**config.mk**
```make
export PLATFORM = sky130hd
export DESIGN_NAME = bpu_table_ctrl
export DESIGN_NICKNAME = d
export VERILOG_FILES = /design/src/rtl/bpu_table_ctrl.sv
export SDC_FILE = /design/constraint.sdc
export NUM_CORES = 1
export LEC_CHECK = 0
export CAP_MARGIN = 10
export CORE_ASPECT_RATIO = 0.75
export CORE_MARGIN = 1.5
export CORE_UTILIZATION = 44
export CTS_CLUSTER_SIZE = 12
export DETAILED_ROUTE_END_ITERATION = 8
export DONT_BUFFER_PORTS = 1
export SLEW_MARGIN = 10
export SYNTH_ARGS = -nofsm -noshare
export SYNTH_HDL_FRONTEND = slang
export SYNTH_SLANG_ARGS = --single-unit
```
**constraint.sdc**
```tcl
create_clock -name clk -period 4.3 [get_ports clk]
set_clock_uncertainty 0.2 [all_clocks]
set_input_delay 0.43 -clock clk [delete_from_list [all_inputs] [get_ports clk]]
set_output_delay 0.43 -clock clk [all_outputs]
set_load 0.005 [all_outputs]
```
**src/rtl/bpu_table_ctrl.sv**
```systemverilog
// Branch-prediction table controller: arbitrates the single table port between
// IFU lookups and queued EXU read-modify-write updates, and sweeps the table clean.
module bpu_table_ctrl #(
  parameter int unsigned DEPTH  = 2048,
  parameter int unsigned QDEPTH = 4,
  localparam int unsigned IDX_W = $clog2(DEPTH),
  localparam int unsigned TAG_W = 32 - IDX_W - 1,
  localparam int unsigned ENT_W = 1 + TAG_W + 32 + 2
) (
  input  logic             clk,
  input  logic             rst,
  input  logic             flush_i,
  input  logic             ifu2bpc_lkp_req_i,
  input  logic [31:0]      ifu2bpc_lkp_pc_i,
  output logic             bpc2ifu_lkp_gnt_o,
  output logic             bpc2ifu_lkp_vld_o,
  output logic             bpc2ifu_pred_taken_o,
  output logic [31:0]      bpc2ifu_pred_pc_o,
  input  logic             exu2bpc_upd_vld_i,
  input  logic [31:0]      exu2bpc_upd_pc_i,
  input  logic [31:0]      exu2bpc_upd_target_i,
  input  logic             exu2bpc_upd_taken_i,
  output logic             bpc2exu_upd_rdy_o,
  output logic             bpc2tbl_en_o,
  output logic             bpc2tbl_we_o,
  output logic [IDX_W-1:0] bpc2tbl_addr_o,
  output logic [ENT_W-1:0] bpc2tbl_wdata_o,
  input  logic [ENT_W-1:0] tbl2bpc_rdata_i,
  output logic             bpc2ifu_init_done_o
);

  localparam int unsigned QP_W = $clog2(QDEPTH);

  typedef enum logic [1:0] {INIT, IDLE, UPD_RD, UPD_WR} state_t;

  state_t           state, state_nxt;
  logic [IDX_W-1:0] sweep_cnt;
  logic             init_done;
  logic             lkp_vld;
  logic [TAG_W-1:0] lkp_tag;

  // Queue entries keep pc[31:1]; bit 0 never contributes to index or tag.
  logic [30:0]      q_pc     [QDEPTH];
  logic [31:0]      q_target [QDEPTH];
  logic             q_taken  [QDEPTH];
  logic [QP_W:0]    wp, rp;
  logic             empty, full, push, pop;
  logic [30:0]      head_pc;

  logic [IDX_W-1:0] upd_idx;
  logic [TAG_W-1:0] upd_tag;
  logic [31:0]      upd_target;
  logic             upd_taken;
  logic [ENT_W-1:0] upd_wdata;

  logic             rd_valid;
  logic [TAG_W-1:0] rd_tag;
  logic [31:0]      rd_target;
  logic [1:0]       rd_ctr;
  logic             upd_hit, rmw_write;
  logic [1:0]       rmw_ctr;
  logic [31:0]      rmw_target;
  logic [ENT_W-1:0] rmw_entry;

  logic             unused_pc_lsb;
  assign unused_pc_lsb = ifu2bpc_lkp_pc_i[0] ^ exu2bpc_upd_pc_i[0];

  assign rd_valid  = tbl2bpc_rdata_i[ENT_W-1];
  assign rd_tag    = tbl2bpc_rdata_i[ENT_W-2 -: TAG_W];
  assign rd_target = tbl2bpc_rdata_i[33:2];
  assign rd_ctr    = tbl2bpc_rdata_i[1:0];

  assign empty   = (wp == rp);
  assign full    = (wp[QP_W] != rp[QP_W]) && (wp[QP_W-1:0] == rp[QP_W-1:0]);
  assign head_pc = q_pc[rp[QP_W-1:0]];

  assign bpc2exu_upd_rdy_o    = !rst && !full && (state != INIT);
  assign push                 = exu2bpc_upd_vld_i && bpc2exu_upd_rdy_o;
  assign bpc2ifu_lkp_vld_o    = lkp_vld;
  assign bpc2ifu_init_done_o  = init_done;
  assign bpc2ifu_pred_taken_o = lkp_vld && rd_valid && (rd_tag == lkp_tag) && rd_ctr[1];
  assign bpc2ifu_pred_pc_o    = (lkp_vld && rd_valid && (rd_tag == lkp_tag)) ? rd_target : '0;

  always_comb begin
    upd_hit    = rd_valid && (rd_tag == upd_tag);
    rmw_write  = 1'b1;
    rmw_ctr    = 2'b10;
    rmw_target = upd_target;
    if (upd_hit) begin
      if (upd_taken) rmw_ctr = (rd_ctr == 2'b11) ? 2'b11 : rd_ctr + 2'b01;
      else           rmw_ctr = (rd_ctr == 2'b00) ? 2'b00 : rd_ctr - 2'b01;
      rmw_target = upd_taken ? upd_target : rd_target;
    end else if (!upd_taken) begin
      rmw_write = 1'b0;
    end
    rmw_entry = {1'b1, upd_tag, rmw_target, rmw_ctr};
  end

  always_comb begin
    state_nxt         = state;
    pop               = 1'b0;
    bpc2ifu_lkp_gnt_o = 1'b0;
    bpc2tbl_en_o      = 1'b0;
    bpc2tbl_we_o      = 1'b0;
    bpc2tbl_addr_o    = '0;
    bpc2tbl_wdata_o   = '0;
    case (state)
      INIT: begin
        bpc2tbl_en_o   = 1'b1;
        bpc2tbl_we_o   = 1'b1;
        bpc2tbl_addr_o = sweep_cnt;
        if (sweep_cnt == IDX_W'(DEPTH - 1)) state_nxt = IDLE;
      end
      IDLE: begin
        if (full || (!ifu2bpc_lkp_req_i && !empty)) begin
          pop            = 1'b1;
          bpc2tbl_en_o   = 1'b1;
          bpc2tbl_addr_o = head_pc[IDX_W-1:0];
          state_nxt      = UPD_RD;
        end else if (ifu2bpc_lkp_req_i) begin
          bpc2ifu_lkp_gnt_o = 1'b1;
          bpc2tbl_en_o      = 1'b1;
          bpc2tbl_addr_o    = ifu2bpc_lkp_pc_i[IDX_W:1];
        end
      end
      UPD_RD: state_nxt = rmw_write ? UPD_WR : IDLE;
      UPD_WR: begin
        bpc2tbl_en_o    = 1'b1;
        bpc2tbl_we_o    = 1'b1;
        bpc2tbl_addr_o  = upd_idx;
        bpc2tbl_wdata_o = upd_wdata;
        state_nxt       = IDLE;
      end
      default: state_nxt = INIT;
    endcase
    if (flush_i) state_nxt = INIT;
    if (rst) begin
      pop               = 1'b0;
      bpc2ifu_lkp_gnt_o = 1'b0;
      bpc2tbl_en_o      = 1'b0;
      bpc2tbl_we_o      = 1'b0;
      bpc2tbl_addr_o    = '0;
      bpc2tbl_wdata_o   = '0;
    end
  end

  always_ff @(posedge clk) begin
    if (rst) begin
      state      <= INIT;
      sweep_cnt  <= '0;
      init_done  <= 1'b0;
      wp         <= '0;
      rp         <= '0;
      lkp_vld    <= 1'b0;
      lkp_tag    <= '0;
      upd_idx    <= '0;
      upd_tag    <= '0;
      upd_target <= '0;
      upd_taken  <= 1'b0;
      upd_wdata  <= '0;
    end else if (flush_i) begin
      state     <= INIT;
      sweep_cnt <= '0;
      init_done <= 1'b0;
      wp        <= '0;
      rp        <= '0;
      lkp_vld   <= 1'b0;
    end else begin
      state   <= state_nxt;
      lkp_vld <= bpc2ifu_lkp_gnt_o;
      if (state == INIT) begin
        sweep_cnt <= sweep_cnt + 1'b1;
        if (state_nxt == IDLE) init_done <= 1'b1;
      end
      if (bpc2ifu_lkp_gnt_o) lkp_tag <= ifu2bpc_lkp_pc_i[31:IDX_W+1];
      if (push) wp <= wp + 1'b1;
      if (pop) begin
        rp         <= rp + 1'b1;
        upd_idx    <= head_pc[IDX_W-1:0];
        upd_tag    <= head_pc[30:IDX_W];
        upd_target <= q_target[rp[QP_W-1:0]];
        upd_taken  <= q_taken[rp[QP_W-1:0]];
      end
      if (state == UPD_RD) upd_wdata <= rmw_entry;
    end
  end

  always_ff @(posedge clk) begin
    if (push) begin
      q_pc[wp[QP_W-1:0]]     <= exu2bpc_upd_pc_i[31:1];
      q_target[wp[QP_W-1:0]] <= exu2bpc_upd_target_i;
      q_taken[wp[QP_W-1:0]]  <= exu2bpc_upd_taken_i;
    end
  end

endmodule

```
### After elaboration in Yosys (flattened, before gate mapping)

Memory sizes are Yosys's and may differ from the RTL's. A register that Yosys moved wholly into a read port is not among the register bits.
Cells that the tools add are included.

* flip-flop bits (word level): 127
* bits in writable memories: 256
* bits of input ports: 157
* memories kept: 3

* add/sub/neg operators: 5
* equality and inequality tests: 11
* muxes and demuxes: 36
* bitwise operators: 1
* reduce and logical (&&, ||, !) cells: 23

Memory list
* q_target: words 4, bits a word 32, rd ports 1, clocked after Yosys merged registers in 1, write ports 1, line 44 `logic [31:0] q_target [QDEPTH];`
* q_pc: words 4, bits a word 31, rd ports 1, clocked after Yosys merged registers in 1, write ports 1, line 43 `logic [30:0] q_pc [QDEPTH];`
* q_taken: words 4, bits a word 1, rd ports 1, clocked after Yosys merged registers in 1, write ports 1, line 45 `logic q_taken [QDEPTH];`

Operators with widths (number)
* 55-bit 2-to-1 mux: 2
* 32-bit 2-to-1 mux: 3
* 20-bit == test: 2
* 11-bit 2-to-1 mux: 3
* 11-bit one-hot mux with 3 select lines: 1
* 2-bit 2-to-1 mux: 10
* 1-bit 2-to-1 mux: 15
* 11-bit by 1-bit adder with 11-bit output, second input constant: 1
* 11-bit == test, second input constant: 1
* 1-bit logical AND: 9
* 2-bit one-hot mux with 4 select lines: 1
* 2-bit AND reduction: 4
* 3-bit by 1-bit adder with 3-bit output, second input constant: 2
* 2-bit == test, second input constant: 3
* 2-bit by 1-bit == test with 1-bit output, second input constant: 2
* 1-bit zero test: 4
* 2-bit zero test: 2
* 2-bit OR reduction: 2
* 3-bit == test: 1
* 2-bit by 1-bit adder with 2-bit output, second input constant: 1
* 2-bit == test: 1
* 1-bit one-hot mux with 2 select lines: 1
* 2-bit nonzero test: 1
* 2-bit by 1-bit subtractor with 2-bit output, second input constant: 1
* 3 further kinds: 3

### Depth between registers and ports, before layout

* word-level depth: 9
* gate-level depth with buffers: 8

### Worst setup path after synthesis

OpenSTA, ideal clock, no wires.

* path kind: flip-flop to flip-flop
* from: reg state[0]
* to: mem q_pc[3][0] (enable)
* arrival: 2784 ps
* required time: 3670 ps
* path slack: 885 ps
* stages on the path, launching flop included: 7
* path buffers: 1
* clock period less this slack: 3415 ps
* cell sequence: dfxtp_1 > inv_1 > ha_1 > clkbuf_1 > nor2_1 > o311a_1 > and2_1

* word-level cells in the longest chain between the ends: 5

Ends and longest elaborated chain
* start, declared: line 36 `state_t state, state_nxt;`
* start signal, assigned: line 169 `state <= state_nxt;`
* 2-bit nonzero test: line 77 `assign bpc2exu_upd_rdy_o = !rst && !full && (state != INIT);`
* 1-bit logical AND: line 77
* 1-bit logical AND: line 78 `assign push = exu2bpc_upd_vld_i && bpc2exu_upd_rdy_o;`
* 1-bit 2-to-1 mux: line 189 `if (push) begin`
* 1-bit 2-to-1 mux (not written as such): line 190 `q_pc[wp[QP_W-1:0]] <= exu2bpc_upd_pc_i[31:1];`
* end, declared: line 43

Every way passes these cells.

### Worst setup path in the final report

* from: reg state[1]
* to: out bpc2tbl_wdata_o[25]

* word-level cells in the longest chain between the ends: 3

Ends and longest elaborated chain
* 2-bit == test: line 107 `case (state)`
* 55-bit 2-to-1 mux: line 107
* 55-bit 2-to-1 mux: line 137 `if (rst) begin`
* end, declared: line 27 `output logic [ENT_W-1:0] bpc2tbl_wdata_o,`

Every way passes these cells.

==> results.cfg <==
[global_route]
grt_pass1_vias = 10900
antenna_found_initial = 8
grt_max_degree = 114
grt_usage_pct = 21.4
grt_pass1_wl_um = 65500
grt-ovfl-total = 0

[floorplanning]
dieArea_sq_um = 39900
die-width_um = 230
coreArea_sq_um = 38200
fp.dieH_um = 173
rows = 62
start_util_pct = 44.6
ios = 262

[timing]
worst_pin_slew_ns = 0.988
finalWorstPathRequiredPeriod_ns = 3.49
fmaxAchievable_mhz = 286
whs_ns = 0.0261
fin_ws_ns = 0.805
fin_crit_sh_pct = 81.3
maxSlewHeadroom_pct = 34.2
rsz0062_at_grt = false
setup_viol = 0
timing.final.hold_violations = 0
slew_violations = 0
tns_ns = 0

[final_layout]
final_cells = 1953
final_layout_size_suffix_gt1_share_pct = 11.8
multi_input_area_sq_um = 5690
nets = 1568
syn_to_final_growth_pct = 17.8
seqCellArea_sq_um = 10900
final_cell_area_sq_um = 20100
n_fill_cell = 3213

[pwr]
leakage_uw = 0.00659
powerDensity_nw_per_um2 = 399
irDropWorstVdd_v = 0.000273

[setup_path]
r2r_start = state[1]
cp-start-kind = register
crit_path_end_kind = primary output
critPathMaxStageDelay_ns = 0.64
r2r_setup_slack_ns = 1.29
slowest_stage = ha_1
cp_max_fo = 29
crit_type = reg -> out
crit_family = simple AND/OR/NAND/NOR gates
cp.required_ns = 3.67
crit_arrival_ns = 2.86
rr_endpoint = q_target[3][6]
critPathBufInv = 1
cp_cell_sequence = ha_1 -> nor2b_4 -> buf_4 -> and2_1
reg2reg_depth = 6

[cts]
cts_buffers = 44
clock_latency_ns = 0.55
cts-root-buf = clkbuf_16
clock_path_buffers = 3
clk_pin_slew_worst_paths_ns = 0.06
cts_sinks = 418
cts_tree = done
cts_setup_buffers = 0
htreeDepth = 2

[detailed_routing]
vias = 10800
wirelength_um = 42700
wl_per_cell_um = 21.9
drc_errors = 0
first_pass_iters = 5
ant_nets = 0
drt_iter0_markers = 956
vias_per_cell = 5.54

[placed_design]
io_buffers = 0
dpl_cell_area_sq_um = 17500
place_inst = 1748
dp_hpwl_um = 26900
place.gp.congestion = 0.821
dp_worst_setup_slack_ns = 1.27

[outcome]
status = finished, final reports clean

[synthesis]
synthTopCellsByArea = edfxtp_1 (45%), dfxtp_1 (19%), mux4_2 (8.5%), nand2_1 (3.9%), and2_1 (3.5%)
netlist_instances = 1308
synth_seq_cells = 418
synth.avg_cell_area_sq_um = 13.0
yosysWarningCount = 0
async_flop_share_pct = 0
synth-seq-area-share_pct = 64.1
syn_nets = 1476
synth_top_area_share_pct = 45.1
synth_top_cell_by_area = edfxtp_1
synth_ff_type = edfxtp_1
ys_types = 48
netlist_area_sq_um = 17000
synth_edf_count = 256

[hold_path]
hold_path.startpoint = tbl2bpc_rdata_i[0]
hold_end = upd_wdata[1]
hold_class = in -> reg
hold_depth = 2

[run]
max_cap_violations = 0
flip-flops by register name, summed over array words and instances (netlist names), named ones only:
register / cells
bpc2ifu_init_done_o: 1
bpc2ifu_lkp_vld_o: 1
lkp_tag: 20
q_pc: 124
q_taken: 4
q_target: 128
rp: 3
state: 2
sweep_cnt: 11
upd_idx: 11
upd_tag: 20
upd_taken: 1
upd_target: 32
upd_wdata: 55
wp: 3
worst max path at each step:
| stage | slack [ns] | cells past startpoint | endpoint | from |
|---|---|---|---|---|
| floorplan | 0.89 | 6 | q_pc[3][0] | state[0] |
| global placement | 1.31 | 6 | q_target[3][6] | state[1] |
| detailed placement | 1.27 | 6 | q_target[3][2] | state[1] |
| CTS | 0.76 | 4 | bpc2tbl_wdata_o[25] | state[0] |
| global route | 0.62 | 4 | bpc2tbl_wdata_o[25] | state[1] |
| finish | 0.81 | 4 | bpc2tbl_wdata_o[25] | state[1] |
synth_stat cells, types with 2 or more instances:
| cell | number |
|---|---|
| edfxtp_1 | 256 |
| nand2_1 | 175 |
| dfxtp_1 | 162 |
| and2_1 | 96 |
| a21oi_1 | 88 |
| mux4_2 | 64 |
| nor2_1 | 64 |
| clkbuf_1 | 63 |
| o21ai_0 | 62 |
| nand4_1 | 46 |
| xor2_1 | 36 |
| a31oi_1 | 29 |
| buf_2 | 22 |
| mux2i_1 | 22 |
| xnor2_1 | 20 |
| a222oi_1 | 11 |
| a32o_1 | 11 |
| ha_1 | 11 |
| inv_1 | 8 |
| buf_6 | 6 |
| nand3_1 | 6 |
| nor4_1 | 6 |
| a311oi_1 | 4 |
| nor2b_1 | 4 |
| buf_4 | 3 |
| or2_2 | 3 |
| and3_1 | 2 |
| and4_1 | 2 |
| maj3_1 | 2 |
| nand2b_1 | 2 |
| nor3_1 | 2 |
| nor4_2 | 2 |
| o211ai_1 | 2 |
| xor2_2 | 2 |
cells in the final DEF, fill, tap and decap left out, drive strengths merged, types with 10 or more instances in the layout:
| master | count |
|---|---|
| a31oi | 29 |
| nand4 | 47 |
| clkbuf | 73 |
| buf | 24 |
| xnor2 | 21 |
| ha | 11 |
| edfxtp | 256 |
| a21oi | 88 |
| nor2 | 64 |
| nand2 | 175 |
| dfxtp | 162 |
| and2 | 96 |
| mux2i | 22 |
| inv | 10 |
| a222oi | 11 |
| o21ai | 63 |
| a32o | 11 |
| dlygate4sd3 | 117 |
| xor2 | 38 |
| mux4 | 64 |
where the power goes:
| group | internal (uW) | total, uW | switching (uW) |
|---|---|---|---|
| Combinational | 95.8 | 185 | 88.8 |
| Sequential | 4250 | 4250 | 1.15 |
| Clock | 2060 | 3590 | 1520 |
metrics by stage:
stage / total power (uW) / util [%]
2_1_floorplan: 4390 / -
3_3_place_gp: 4380 / 45.8
3_5_place_dp: 4380 / 45.8
4_1_cts: 8090 / 52.5
5_1_grt: 8270 / 52.5
6_report: 8020 / 52.5
cell families after synthesis:
kind of cell	share of synthesized area, %
compound gates	7.52
xor+xnor	3.16
fa+ha+maj	0.925
buf+inv	2.76
flops	64.1
mux	9.75
simple gates	11.8
per-layer routing:
| metal | global-route usage, % | vias up | share of wire, % | routed length (um) |
|---|---|---|---|---|
| li1 | - | 5016 | - | - |
| met1 | 30.7 | 5402 | 46 | 19800 |
| met2 | 33.0 | 331 | 45 | 19300 |
| met3 | 4.62 | 67 | 6.2 | 2640 |
| met4 | 5.61 | 6 | 2.0 | 875 |
| met5 | 0 | - | 0.080 | 34 |
worst register-to-register path, cell delays in order, from the launching register on:
cell	delay, ns
dfxtp_1	0.38
inv_1	0.13
ha_1	0.47
nor2_1	0.25
o311a_1	0.33
and2_4	0.61
buf_12	0.32
final cells by class:
type	instances	share of cell area (%)
flip-flops and latches	418	54.4
well taps	512	3.19
diodes	5	0.0623
clock buffers	73	6.48
repair buffers	141	7.08
multi-input cells	787	28.3
inverters	8	0.150
clock inverters	9	0.274
timing repair:
| action | 4_1_cts | 5_1_grt |
|---|---|---|
| gates resized for setup | 0 | 0 |
| hold buffers | 118 | 0 |
| hold endpoints to repair | 397 | 0 |
(Power assumes the default switching activity.)
